--- src/rtl/vend_core_n.sv ---
// N-item vending controller: coin credit accumulation, per-item pricing,
// sensor-confirmed dispense and tick-paced change return on one system clock.
module vend_core_n #(
  parameter int unsigned N_ITEMS    = 4,
  parameter int unsigned PRICE_W    = 8,
  parameter logic [N_ITEMS*PRICE_W-1:0] PRICES = {8'd10, 8'd7, 8'd5, 8'd3},
  parameter int unsigned MAX_CREDIT = 99,
  parameter int unsigned TICK_DIV   = 10_000_000,
  parameter int unsigned DISP_TICKS = 20,
  parameter int unsigned IDLE_TICKS = 300,
  localparam int unsigned IDX_W     = (N_ITEMS > 1) ? $clog2(N_ITEMS) : 1
) (
  input  logic               CLK,
  input  logic               RST,
  input  logic               coin_valid,
  input  logic [1:0]         coin_val,
  input  logic               sel_valid,
  input  logic [IDX_W-1:0]   sel_idx,
  input  logic               cancel,
  input  logic               BTN_sensor,
  output logic [N_ITEMS-1:0] dispense,
  output logic               change_pulse,
  output logic               coin_reject,
  output logic [PRICE_W-1:0] credit,
  output logic               busy,
  output logic               err
);

  localparam int unsigned TICK_W  = (TICK_DIV > 1) ? $clog2(TICK_DIV) : 1;
  localparam int unsigned TMR_MAX = (DISP_TICKS > IDLE_TICKS) ? DISP_TICKS : IDLE_TICKS;
  localparam int unsigned TMR_W   = $clog2(TMR_MAX + 1);
  localparam int unsigned SUM_W   = PRICE_W + 1;

  typedef enum logic [1:0] {
    S_IDLE,
    S_CREDIT,
    S_DISPENSE,
    S_CHANGE
  } state_t;

  state_t             state, state_d;
  logic [TICK_W-1:0]  tick_cnt;
  logic               tick_c;
  logic [TMR_W-1:0]   timer, timer_d;
  logic [IDX_W-1:0]   sel_q, sel_d;
  logic [PRICE_W-1:0] credit_d;
  logic [N_ITEMS-1:0] dispense_d;
  logic               change_d, reject_d, err_d, busy_d;

  logic [PRICE_W-1:0] coin_units_c;
  logic [SUM_W-1:0]   coin_sum_c;
  logic               coin_seen_c, coin_ok_c;
  logic [PRICE_W-1:0] credit_in_c;
  logic [PRICE_W-1:0] sel_price_c, held_price_c;
  logic               sel_ok_c, activity_c;

  function automatic logic [PRICE_W-1:0] price_of(input logic [IDX_W-1:0] idx);
    price_of = '0;
    for (int i = 0; i < int'(N_ITEMS); i++) begin
      if (IDX_W'(i) == idx) price_of = PRICES[i*PRICE_W +: PRICE_W];
    end
  endfunction

  // Free-running tick prescaler, independent of FSM state
  assign tick_c = (tick_cnt == TICK_W'(TICK_DIV - 1));

  always_ff @(posedge CLK or negedge RST) begin
    if (!RST)        tick_cnt <= '0;
    else if (tick_c) tick_cnt <= '0;
    else             tick_cnt <= tick_cnt + TICK_W'(1);
  end

  // Coin evaluation and selection qualification
  always_comb begin
    coin_units_c = '0;
    case (coin_val)
      2'b01:   coin_units_c = PRICE_W'(1);
      2'b10:   coin_units_c = PRICE_W'(2);
      2'b11:   coin_units_c = PRICE_W'(5);
      default: coin_units_c = '0;
    endcase
    coin_seen_c  = coin_valid && (coin_val != 2'b00);
    coin_sum_c   = {1'b0, credit} + {1'b0, coin_units_c};
    coin_ok_c    = coin_seen_c && ((state == S_IDLE) || (state == S_CREDIT))
                   && (coin_sum_c <= SUM_W'(MAX_CREDIT));
    credit_in_c  = coin_ok_c ? coin_sum_c[PRICE_W-1:0] : credit;
    sel_price_c  = price_of(sel_idx);
    held_price_c = price_of(sel_q);
    sel_ok_c     = sel_valid && (32'(sel_idx) < N_ITEMS) && (sel_price_c <= credit_in_c);
    activity_c   = coin_seen_c || sel_valid || cancel;
  end

  // Next-state and next-output logic
  always_comb begin
    state_d    = state;
    credit_d   = credit;
    dispense_d = dispense;
    timer_d    = timer;
    sel_d      = sel_q;
    change_d   = 1'b0;
    reject_d   = coin_seen_c && !coin_ok_c;
    err_d      = coin_ok_c ? 1'b0 : err;

    case (state)
      S_IDLE: begin
        if (coin_ok_c) begin
          state_d  = S_CREDIT;
          credit_d = credit_in_c;
          timer_d  = '0;
        end
      end
      S_CREDIT: begin
        credit_d = credit_in_c;
        if (cancel) begin
          state_d = S_CHANGE;
          timer_d = '0;
        end else if (sel_ok_c) begin
          state_d    = S_DISPENSE;
          sel_d      = sel_idx;
          dispense_d = N_ITEMS'(1) << sel_idx;
          timer_d    = '0;
        end else if (activity_c) begin
          timer_d = '0;
        end else if (tick_c) begin
          if (timer == TMR_W'(IDLE_TICKS - 1)) begin
            state_d = S_CHANGE;
            timer_d = '0;
          end else begin
            timer_d = timer + TMR_W'(1);
          end
        end
      end
      S_DISPENSE: begin
        if (BTN_sensor) begin
          credit_d   = credit - held_price_c;
          dispense_d = '0;
          state_d    = (credit == held_price_c) ? S_IDLE : S_CHANGE;
        end else if (tick_c) begin
          if (timer == TMR_W'(DISP_TICKS - 1)) begin
            err_d      = 1'b1;
            dispense_d = '0;
            state_d    = S_CHANGE;
            timer_d    = '0;
          end else begin
            timer_d = timer + TMR_W'(1);
          end
        end
      end
      S_CHANGE: begin
        // Last unit leaves on the same edge the FSM returns to IDLE
        if (credit == '0) begin
          state_d = S_IDLE;
        end else if (tick_c) begin
          change_d = 1'b1;
          credit_d = credit - PRICE_W'(1);
          if (credit == PRICE_W'(1)) state_d = S_IDLE;
        end
      end
      default: begin
        state_d    = S_IDLE;
        credit_d   = '0;
        dispense_d = '0;
      end
    endcase

    busy_d = (state_d == S_DISPENSE) || (state_d == S_CHANGE);
  end

  always_ff @(posedge CLK or negedge RST) begin
    if (!RST) begin
      state        <= S_IDLE;
      timer        <= '0;
      sel_q        <= '0;
      credit       <= '0;
      dispense     <= '0;
      change_pulse <= 1'b0;
      coin_reject  <= 1'b0;
      busy         <= 1'b0;
      err          <= 1'b0;
    end else begin
      state        <= state_d;
      timer        <= timer_d;
      sel_q        <= sel_d;
      credit       <= credit_d;
      dispense     <= dispense_d;
      change_pulse <= change_d;
      coin_reject  <= reject_d;
      busy         <= busy_d;
      err          <= err_d;
    end
  end

endmodule

--- config.mk ---
export PLATFORM = sky130hd
export DESIGN_NAME = vend_core_n
export DESIGN_NICKNAME = d
export VERILOG_FILES = /design/src/rtl/vend_core_n.sv
export SDC_FILE = /design/constraint.sdc
export NUM_CORES = 1
export LEC_CHECK = 0
export ABC_AREA = 1
export CORE_MARGIN = 2
export CORE_UTILIZATION = 25
export CTS_CLUSTER_DIAMETER = 120
export DETAILED_ROUTE_END_ITERATION = 16
export PLACE_DENSITY_LB_ADDON = 0.08
export SKIP_CTS_REPAIR_TIMING = 1
export SYNTH_ARGS = -nofsm -noshare
export SYNTH_HDL_FRONTEND = slang
export SYNTH_SLANG_ARGS = --single-unit
--- constraint.sdc ---
create_clock -name CLK -period 4 [get_ports CLK]
set_clock_uncertainty 0.2 [all_clocks]
set_input_delay 0.6 -clock CLK [delete_from_list [all_inputs] [get_ports CLK]]
set_output_delay 0.6 -clock CLK [all_outputs]
set_load 0.05 [all_outputs]
==> summary.md, run 1 <==
| Metric | Value |
|---|---|
| FF-to-FF Start | busy |
| Worst slack, placed | -370 ps |
| PortBufs | 25 |
| # rows | 47 |
| Critical-path top delay cell | fa_2 |
| Hold Path Class | input port to async pin |
| Final Setup Violations | 0 |
| CTS buffer count | 5 |
| Outcome | finished clean |
| Switching Fraction | 51.3% |
| R2R Setup Slk | 410 ps |
| Reg-to-reg endpoint | dispense[3] |
| Peak supply drop | 0.416 mV |
| Slew Limit Fails | 0 |
| Post-synthesis instance total | about 560 |
| Fmax | 0.278 GHz |
| Die Footprint | 0.0177 mm^2 |
| Share of cells above drive strength 1 | 17.7% |
| Die Y | between 100 and 150 um |
| Chip width | 133 um |
| Initial Util | 25.3% |
| IO Pins | 26 |
| Clock share of power | between 10% and 20% |
| CP Launch Type | input port |
| GRT overflow | 0 |
| Largest stage delay on the critical path | 370 ps |
| Critical path class | input port to flip-flop |
| CP required | about 4000 ps |
| Number of flops mapped to enable cells by yosys | 0 |
| Overall global routing resource usage | 13.5% |
| Logic gate share of total power | between 60 and 70% |
| Initial drt markers | 183 |
| Worst skew pair latency | 300 ps |
| Cell mode on critical path | nand2_2 |
| Post-synthesis async set-or-reset flop share | 100% |
| Post-synth design cell area | ~0.0042 mm^2 |
| Measured slew at the worst slew-check pin | 1080 ps |
| Pint | 1.67 mW |
| Sequential share of the synthesized area | 31.3% |
| Core area | 0.0164 mm^2 |
| Nets | 649 |
| CP Capture Type | flip-flop |
| Avg Inst Size Synth | 7.45 um^2 |
| Mapped Nets | 597 |
| Hold Slack | approximately 260 ps |
| Pwr Total | roughly 3.4 mW |
| Leading cell type in the layout, fill and taps excluded | nand2_1 |
| Most frequent cells in the layout | nand2_1 (94), inv_1 (83), nor2_1 (65) |
| 1st-pass router iterations | 4 |
| Pin count of the biggest net entering global routing | 38 |
| Ant. Diodes | 0 |
| Max Buffers Root-to-Sink | 2 |
| Reg2Reg Depth | 24 |
| Slew HR | 27.0% |
| DR top layer | met4 |
| DRC | 0 |
| M1 wire length | slightly below 6000 um |
| Final period util | 90.0% |
| RSZ-0062 raised after global routing | false |
| # H-tree levels | 2 |
| Met3 Wirelength | 274 um |
| Final Hold Violating Endpoints | 0 |
| Number of max-cap violations | 0 |
| Worst EP arrival | 3600 ps |
| Root Buffer | clkbuf_16 |
| Met2 wire len | between 5000 and 6000 um |
| Synth cell types | 50 |
| Area Growth Syn to Fin | 21.4% |
| CP Max Fanout | 8 |
| Wirelength per Cell | 13.7 um |
| Net Switching | 1.76 mW |
| Total number of yosys warnings | 0 |
| Final worst setup slack | 399 ps |
| First-pass GRT wire length | 19100 um |
| Total number of vias | approximately 3700 |
| Dominant synthesized flop cell | dfrtp_1 |
| Yosys reg bits | 52 |
| Num Clock Sinks | 52 |
| CTS tree | done |
| Register share of total power | 22.2% |
| Tmin final | 3600 ps |
| Vias in the first global route | 3596 |
| Worst-path clk slew | 80 ps |
| Via/cell ratio | 4.45 |
| Detail Route Antenna Nets | 0 |
| Antenna violations before repair | 0 |
| Final HPWL DP | slightly below 9000 um |
| Cell Pwr Density | 679 mW/mm^2 |
| Total Wirelength | 11400 um |
| GPL Wtd Cong | 0.793 |
| Static Leak | 2.37 nW |
[cell families after synthesis]
logic type	after synthesis	share of synthesized area, %
XOR/XNOR	16	3.37
buffers and inverters	103	10.3
adder cells (fa/ha/maj)	29	9.09
flip-flops	52	31.3
AO/OA/AOI/OAI	78	11.8
AND/OR/NAND/NOR	280	34.1
[cell usage after synthesis, types with 4 or more instances]
library cell	n	share of area, %
dfrtp_1	52	31
nand2_4	6	1.6
inv_2	8	0.72
o211ai_1	4	0.72
a21oi_1	21	2.5
nand2_2	8	1.2
xor2_1	11	2.3
nor2_4	5	1.4
nand4_1	11	1.7
nor3_1	13	1.6
nand3_1	43	5.2
nor4_1	5	0.75
nor2_2	5	0.75
ha_1	27	8.1
nand2_1	99	8.9
nor2_1	67	6.1
a22oi_2	4	1.2
inv_1	85	7.7
o21ai_0	24	2.9
o21ai_1	4	0.48
o22ai_1	6	0.90
nand3b_1	6	1.1
xnor2_1	5	1.1
[power by group through the flow]
stage / sequential (mW) / combinational [mW] / clock, mW
6_report: 0.761 / 2.20 / 0.462
5_1_grt: 0.778 / 2.47 / 0.507
4_1_cts: 0.758 / 2.11 / 0.485
3_5_place_dp: 0.766 / 2.10 / 0
3_3_place_gp: 0.770 / 2.11 / 0
2_1_floorplan: 0.959 / 1.29 / 0
[worst max path at each step]
stage                             end  depth (start not counted)  slack [ps]         from
final                     dispense[3]                         29         400  coin_val[0]
after global routing      dispense[3]                         30         100  coin_val[0]
after CTS                 dispense[3]                         29         -70  coin_val[1]
after detailed placement  dispense[3]                         30        -370  coin_val[1]
after global placement    dispense[0]                         30        -260  coin_val[1]
after floorplan           dispense[0]                         28         160    credit[1]
[flip-flops by register name, indices dropped and copies added (netlist names), 2 cells and up]
signal and flops:
credit 8, timer 9, tick_cnt 24, dispense 4
sel_q 2
[worst max-delay path, delay by kind of cell]
kind | cells | cell delay [ps]
compound gates | 3 | 310
fa+ha+maj | 3 | 860
simple gates | 19 | 1470
buf+inv | 4 | 340
[per-layer routing]
metal  vias to the layer above  track usage (%)
met4                         0             3.23
met1                      1708             19.4
li1                       1926                -
met5                         -                0
met3                        11             2.34
met2                        49             21.0
[area by class of cell]
cell class / instances / area (um^2)
Sequential cell: 52 / 1300
Timing Repair Buffer: 51 / 445
Clock buffer: 5 / 125
Fill cell: 1805 / 11400
Clock inverter: 3 / 21.3
Inverter: 97 / 372
Multi-Input combinational cell: 403 / 2500
Tap cell: 220 / 275
[through the flow]
stage / instance area, um^2 / instances / setup TNS [ps] / util (%)
3_5_place_dp: 4780 / 818 / -2560 / 29.1
6_report: 5040 / 831 / 0 / 30.7
5_1_grt: 5040 / 831 / 0 / 30.7
2_1_floorplan: 4160 / 558 / 0 / -
3_3_place_gp: 4780 / 818 / -1760 / 29.1
4_1_cts: 4920 / 826 / -276 / 30.0
Power figures use the tool's default switching activity.
==> run 2: changes to the inputs <==
Settings changed: PLACE_DENSITY from default to 0.5, PLACE_DENSITY_LB_ADDON 0.08 to default.
==> run 2 against run 1 <==
Compared with the run above:
- first-iteration DRC count up 28%
- utilization down 0.44 points
- sequential cell count unchanged
- total power down 3.7%
- non-clock buffer count down 6
- fmax up 1.3%
- sequential share of layout area up 0.38 points
==> summary.md, run 2 (same netlist as run 1, synthesis figures left out) <==
| Metric | Value |
|---|---|
| Outcome | finished clean |
| Via/cell ratio | 4.55 |
| Nets | 643 |
| Antenna violations before repair | 0 |
| Pwr Total | roughly 3.3 mW |
| CTS tree | done |
| Fill cells | ~1800 |
| CP Capture Type | flip-flop |
| Share of cells above drive strength 1 | between 15 and 20% |
| 1st-pass router iterations | 4 |
| Most frequent cells in the layout | nand2_1 (96), inv_1 (84), nor2_1 (66) |
| Critical path class | input port to flip-flop |
| CP Max Fanout | 8 |
| Static Leak | 2.34 nW |
| RSZ-0062 raised after global routing | false |
| FF-to-FF Start | credit[1] |
| Vias in the first global route | 3630 |
| Peak supply drop | 0.388 mV |
| Final instance area | roughly 0.0050 mm^2 |
| Leading cell type in the layout, fill and taps excluded | nand2_1 |
| Area Growth Syn to Fin | 19.6% |
| Initial Util | 25.3% |
| Die Y | 133 um |
| Post-Layout Cell Count | 825 |
| Fmax | around 0.28 GHz |
| Critical-path top delay cell | fa_2 |
| Reg2Reg Depth | 26 |
| Total number of vias | between 3000 and 4000 |
| Largest regs | tick_cnt (24), timer (9), credit (8) |
| Hold Path Class | input port to async pin |
| Largest stage delay on the critical path | ~370 ps |
| R2R Setup Slk | 540 ps |
| Placed cell areas | between 0.004 and 0.005 mm^2 |
| Detail Route Antenna Nets | 0 |
| GRT overflow | 0 |
| # H-tree levels | 2 |
| Ant. Diodes | 0 |
| CP Launch Type | input port |
| Total Wirelength | 10400 um |
| # rows | 47 |
| PortBufs | 25 |
| IO Pins | 26 |
| # placed instances | 815 |
| Worst EP arrival | 3580 ps |
| Root Buffer | clkbuf_16 |
| Pin count of the biggest net entering global routing | 36 |
| Worst skew pair latency | 300 ps |
| DRC | 0 |
| Tmin final | 3550 ps |
| Wirelength per Cell | 12.6 um |
| Reg-to-reg endpoint | state[0] |
| Final Setup Violations | 0 |
| CTS buffer count | 5 |
| CP required | 4030 ps |
| Die Footprint | approximately 0.018 mm^2 |
| Slew HR | 34.5% |
| Max Buffers Root-to-Sink | 2 |
| Cell Pwr Density | 663 mW/mm^2 |
| Max reg flops | 24 |
| Buf/Inv on CP | 5 |
| Overall global routing resource usage | between 10% and 20% |
| Measured slew at the worst slew-check pin | 968 ps |
| Num Clock Sinks | 52 |
| Final HPWL DP | between 8000 and 9000 um |
| Cell count along the critical path | 28 |
| GPL Wtd Cong | between 0.8 and 0.9 |
| Final Hold Violating Endpoints | 0 |
| Number of max-cap violations | 0 |
| Worst-path clk slew | 70 ps |
| Slew Limit Fails | 0 |
| Top reg by flops | tick_cnt |
| Core area | 0.0164 mm^2 |
| First-pass GRT wire length | about 18000 um |
| Final period util | 88.9% |
| Chip width | between 100 and 150 um |
| CP top delay family | simple AND/OR/NAND/NOR gates |
| Initial drt markers | 235 |
run 2: cell count changes in the layout (fill, tap and decap cells not counted), moves of 2 or more:
cell	change
buf_4	-6
nand2_1	+2
nand2_2	-2
o21ai_0	+2
o21ai_2	-3
run 2: final cells by class:
cell class / count / area, um^2 / share of cell area, %
Clock buffer: 6 / 129 / 2.59
Clock inverter: 2 / 16.3 / 0.327
Inverter: 97 / 372 / 7.48
Multi-Input combinational cell: 403 / 2480 / 49.8
Sequential cell: 52 / 1300 / 26.2
Tap cell: 220 / 275 / 5.54
Timing Repair Buffer: 45 / 400 / 8.05
run 2: worst max path at each step:
stage | start | to
3_5_place_dp | coin_val[0] | dispense[2]
5_1_grt | coin_val[0] | dispense[1]
4_1_cts | coin_val[0] | dispense[2]
3_3_place_gp | coin_val[0] | dispense[3]
6_report | coin_val[0] | state[0]
2_1_floorplan | credit[1] | dispense[0]
run 2: report_power, final:
part	switching (mW)	internal, mW	total, mW
combinational	1.33	0.751	2.08
clock	0.205	0.234	0.439
sequential	0.146	0.632	0.779
total	1.68	1.62	3.30
run 2: per-stage QoR:
stage / hold WS [ps] / utilization (%) / setup slack (ps) / TNS [ps]
final: 223 / 30.3 / 445 / 0
after detailed placement: 270 / 29.0 / -356 / -2550
after global placement: 255 / 29.0 / -247 / -1780
after global routing: 279 / 30.3 / 26.7 / 0
after CTS: 254 / 29.9 / -33.9 / -139
after floorplan: 104 / - / 164 / 0
run 2: per-layer routing:
layer / up-vias / track usage [%] / part of all wire [%]
met5: - / 0 / 0
met1: 1777 / 16.6 / 50
met2: 59 / 19.5 / 45
met4: 0 / 3.46 / 1.6
met3: 10 / 2.18 / 3.2
li1: 1908 / - / -
==> run 3: changes to the inputs <==
Settings changed: GPL_ROUTABILITY_DRIVEN from default to 0.
==> results of run 3 <==
Same layout as run 2: the final DEF is identical, and so are final timing and power.
